==> src/rtl/approx_mult_sweep_ctrl.sv <==
// Error-characterisation sequencer for an external approximate multiplier: sweeps every
// operand pair, compares each returned product with the exact one and accumulates error stats.
module approx_mult_sweep_ctrl #(
    parameter int WIDTH   = 4,
    parameter int MUL_LAT = 1
) (
    input  logic                 clk,
    input  logic                 rst,
    input  logic                 start,
    input  logic                 abort,
    output logic [WIDTH-1:0]     mul_a,
    output logic [WIDTH-1:0]     mul_b,
    input  logic [2*WIDTH-1:0]   mul_result,
    output logic                 busy,
    output logic                 done,
    output logic [4*WIDTH-1:0]   err_sum,
    output logic [2*WIDTH:0]     mismatch_cnt,
    output logic [2*WIDTH-1:0]   max_err,
    output logic [WIDTH-1:0]     max_a,
    output logic [WIDTH-1:0]     max_b
);

    localparam int PW = 2 * WIDTH;
    localparam int WW = (MUL_LAT > 1) ? $clog2(MUL_LAT) : 1;

    typedef enum logic [1:0] {IDLE, RUN, DONE} state_t;

    state_t          state;
    logic [PW-1:0]   cnt;
    logic [WW-1:0]   wait_cnt;
    logic [PW-1:0]   exact;
    logic [PW-1:0]   diff;
    logic            sample;

    function automatic logic [PW-1:0] abs_diff(input logic [PW-1:0] x, input logic [PW-1:0] y);
        return (x >= y) ? (x - y) : (y - x);
    endfunction

    function automatic logic [4*WIDTH-1:0] widen_sum(input logic [PW-1:0] d);
        return {{(4*WIDTH-PW){1'b0}}, d};
    endfunction

    // The pair counter doubles as the registered operand outputs.
    assign mul_a = cnt[PW-1:WIDTH];
    assign mul_b = cnt[WIDTH-1:0];

    always_comb begin
        exact  = PW'(mul_a) * PW'(mul_b);
        diff   = abs_diff(mul_result, exact);
        sample = (wait_cnt == WW'(MUL_LAT - 1));
    end

    always_ff @(posedge clk) begin
        if (rst) begin
            state        <= IDLE;
            cnt          <= '0;
            wait_cnt     <= '0;
            busy         <= 1'b0;
            done         <= 1'b0;
            err_sum      <= '0;
            mismatch_cnt <= '0;
            max_err      <= '0;
            max_a        <= '0;
            max_b        <= '0;
        end else begin
            case (state)
                IDLE, DONE: begin
                    if (start) begin
                        state        <= RUN;
                        cnt          <= '0;
                        wait_cnt     <= '0;
                        busy         <= 1'b1;
                        done         <= 1'b0;
                        err_sum      <= '0;
                        mismatch_cnt <= '0;
                        max_err      <= '0;
                        max_a        <= '0;
                        max_b        <= '0;
                    end
                end
                RUN: begin
                    if (abort) begin
                        // The pair in flight is dropped; partial results stay visible.
                        state    <= IDLE;
                        wait_cnt <= '0;
                        busy     <= 1'b0;
                        done     <= 1'b0;
                    end else if (sample) begin
                        wait_cnt     <= '0;
                        err_sum      <= err_sum + widen_sum(diff);
                        mismatch_cnt <= mismatch_cnt + (PW+1)'(diff != '0);
                        if (diff > max_err) begin
                            max_err <= diff;
                            max_a   <= mul_a;
                            max_b   <= mul_b;
                        end
                        if (cnt == '1) begin
                            state <= DONE;
                            busy  <= 1'b0;
                            done  <= 1'b1;
                        end else begin
                            cnt <= cnt + 1'b1;
                        end
                    end else begin
                        wait_cnt <= wait_cnt + 1'b1;
                    end
                end
                default: state <= IDLE;
            endcase
        end
    end

endmodule
==> config.mk <==
export PLATFORM = sky130hd
export DESIGN_NAME = approx_mult_sweep_ctrl
export DESIGN_NICKNAME = d
export VERILOG_FILES = /design/src/rtl/approx_mult_sweep_ctrl.sv
export SDC_FILE = /design/constraint.sdc
export NUM_CORES = 1
export LEC_CHECK = 0
export ABC_AREA = 1
export CAP_MARGIN = 15
export CELL_PAD_IN_SITES_DETAIL_PLACEMENT = 1
export CELL_PAD_IN_SITES_GLOBAL_PLACEMENT = 2
export CORE_ASPECT_RATIO = 0.6
export CORE_MARGIN = 4
export CORE_UTILIZATION = 27
export DETAILED_ROUTE_END_ITERATION = 12
export GPL_TIMING_DRIVEN = 0
export PLACE_DENSITY = 0.74
export SLEW_MARGIN = 20
export SYNTH_ARGS = -nofsm -noshare
export SYNTH_HDL_FRONTEND = slang
export SYNTH_SLANG_ARGS = --single-unit
==> constraint.sdc <==
create_clock -name clk -period 5.08 [get_ports clk]
set_clock_uncertainty 0.2 [all_clocks]
set_input_delay 0.762 -clock clk [delete_from_list [all_inputs] [get_ports clk]]
set_output_delay 0.762 -clock clk [all_outputs]
set_load 0.02 [all_outputs]
==> flow_metrics.env <==
export IMPL_post_dp_cell_area_mm2=0.00522
export IMPL_final_antenna_net_count=0
export IMPL_power_total_mw=1.18
export IMPL_max_vdd_ir_drop_v=0.000119
export IMPL_dr_pass1_iters=4
export IMPL_diodes=0
export IMPL_gp_congestion=0.807
export IMPL_maxCapViolations=0
export IMPL_hold_viol=0
export IMPL_cts_tree="built"
export IMPL_clockBufferDepth=2
export IMPL_avgSynthCellArea_um2=6.55
export IMPL_rsz0062_at_grt="true"
export IMPL_die_x_um=171
export IMPL_ys_async_sr_fraction=0
export IMPL_clk_latency_ps=300
export IMPL_fp_dieH_um=106
export IMPL_highest_layer="met4"
export IMPL_crit_top_cell="nand2_4"
export IMPL_initial_core_util=0.278
export IMPL_cp_arrival_ps=5210
export IMPL_globalRoute_totalOverflow=0
export IMPL_end_kind="flop"
export IMPL_antenna_found_initial=0
export IMPL_hold_path_class="reg -> reg"
export IMPL_fmax_mhz=193
export IMPL_final_area_mm2=0.00668
export IMPL_synth_seq_area_share=0.247
export IMPL_portBuffers=61
export IMPL_worst_slew_pin_slew_ps=761
export IMPL_slew_violations=0
export IMPL_htree_num_levels=2
export IMPL_wl_met2_um=7050
export IMPL_wl_per_cell_um=16.5
export IMPL_synth_common_cells="nand2_1, inv_1, a21oi_1"
export IMPL_cts_clk_slew_worst_paths_ps=80
export IMPL_cp_start_kind="flop"
export IMPL_finalSetupTns_ps=-1170
export IMPL_crit_slowest_cell="fa_2"
export IMPL_synth_top_area_frac=0.247
export IMPL_slowest_delay_ps=610
export IMPL_drive_above_1_share=0.324
export IMPL_num_io_pins=63
export IMPL_violations="negative setup slack"
export IMPL_fin_nets=836
export IMPL_cts_root_buf="clkbuf_16"
export IMPL_finalSetupViolations=16
export IMPL_timing_final_ws_setup_ps=-101
export IMPL_synth_flop_cell="dfxtp_1"
export IMPL_criticalPathCategory="reg -> reg"
export IMPL_ys_types=39
export IMPL_power_density_mw_per_mm2=177
export IMPL_syn_area_mm2=0.00430
export IMPL_wl_met1_um=8520
export IMPL_ys_ff_latch=53
export IMPL_synth_compound_area_frac=0.127
export IMPL_synth_top_family_by_area="simple AND/OR/NAND/NOR gates"
export IMPL_grt_pass1_vias=4764
export IMPL_viasPerCell=4.72
export IMPL_cp_required_ps=5110
export IMPL_vias=4602
export IMPL_grt_pass1_wl_um=24400
export IMPL_syn_nets=723
export IMPL_synth_top_area_cell="dfxtp_1"
export IMPL_yosys_area_share_simple=0.321
export IMPL_synthAdderAreaFrac=0.169
export IMPL_synth_edff_count=0
export IMPL_first_iter_violations=198
export IMPL_tritoncts_num_buffers=5
export IMPL_die_area_mm2=0.0181
export IMPL_synthMuxAreaShare=0
export IMPL_yosysMostFrequentCell="nand2_1"
export IMPL_numClockSinks=53
export IMPL_critPathMaxFanout=6
export IMPL_route_detailed_drc=0
export IMPL_cts_hold_fix_buffers=0
export IMPL_place_ws_ps=-867
export IMPL_min_period_over_period=1.02
export IMPL_synth_area_leaders="dfxtp_1, nand2_1, ha_1"
export IMPL_grt_max_degree=18
export IMPL_core_area_mm2=0.0155
export IMPL_hpwl_um=11800
export IMPL_status="finished with violations"
export IMPL_area_growth_syn_to_layout_pct=55.1
export IMPL_p_leak_nw=2.92
export IMPL_slew_headroom=0.493
export IMPL_grt_usage=0.168
export IMPL_wl_met3_um=447
export IMPL_wl_um=16100
export IMPL_yosys_warnings=0
export IMPL_min_period_ps=5180
export IMPL_netlist_instances=657
export IMPL_fp_row_count=35
export IMPL_synthXorXnorAreaFrac=0.0142
export IMPL_final_core_utilization=0.431
==> layout by cell type, fill, tap and decap left out, drive strengths merged, types with 2 or more instances in the layout <==
cell type	instances
a21oi	66
buf	58
inv	113
nand3	45
nor3	9
nand2	205
nand4	8
dfxtp	53
xnor2	2
or2	2
a21o	2
ha	47
clkdlybuf4s50	61
fa	7
a211oi	2
nor2	44
clkbuf	10
xor2	5
o21ai	25
==> report_power, final <==
group | leakage (nW) | internal, mW | switching, mW
logic | 2.42 | 0.168 | 0.228
registers | 0.433 | 0.420 | 0.00994
clock network | 0.0679 | 0.184 | 0.173
==> through the flow <==
step                hold slack, ps  instances
finish                         270        974
global route                   292        974
CTS                            269        956
detailed placement             258        921
global placement               254        921
floorplan                      244        657
==> flip-flops by register name, summed over array words and instances (netlist names) <==
register and cells:
done 1, err_sum 16, cnt 8, busy 1, mismatch_cnt 9, max_a 4
max_b 4, state 2, max_err 8
==> final timing paths <==
kind	slack, ps	to	startpoint	cells after the start
setup reg to reg	-100	max_err[4]$_SDFFE_PP0P_	cnt[3]$_SDFFE_PP0P_	28
setup / recovery	-100	max_err[4]$_SDFFE_PP0P_	cnt[3]$_SDFFE_PP0P_	28
hold reg to reg	270	max_b[0]$_SDFFE_PP0P_	max_b[0]$_SDFFE_PP0P_	2
hold / removal	270	max_b[0]$_SDFFE_PP0P_	max_b[0]$_SDFFE_PP0P_	2
==> area by class of cell <==
class	instances	area (µm²)
fillers	1913	8830
multi-input cells	474	3590
flip-flops and latches	53	1080
repair buffers	109	1050
inverters	112	430
well taps	203	254
clock buffers	5	125
plain buffers	15	118
clock inverters	3	20.0
==> repair_timing <==
action	CTS	global route
setup buffers	28	17
pin swaps	43	74
setup endpoints to repair	40	37
resized for setup	85	139
cloned	2	1
==> layer usage <==
layer / vias to the layer above / global-route usage
met3: 8 / 0.0262
met2: 48 / 0.257
met5: - / 0
met1: 2247 / 0.258
li1: 2299 / -
met4: 0 / 0.0153
==> critical path, delay by kind of cell (launching register included) <==
kind                     cells  cell delay, ps
adder cells (fa/ha/maj)      5            2100
AND/OR/NAND/NOR             14            1380
buffers and inverters        6             550
flip-flops                   1             380
AO/OA/AOI/OAI                2             310
XOR/XNOR                     1             180
==> cells by family after synthesis <==
kind of cell | Yosys count
AO/OA/AOI/OAI | 99
XOR/XNOR | 7
adder cells (fa/ha/maj) | 54
buffers and inverters | 130
flip-flops | 53
AND/OR/NAND/NOR | 314
No activity file was read; power rests on OpenSTA's default activity.
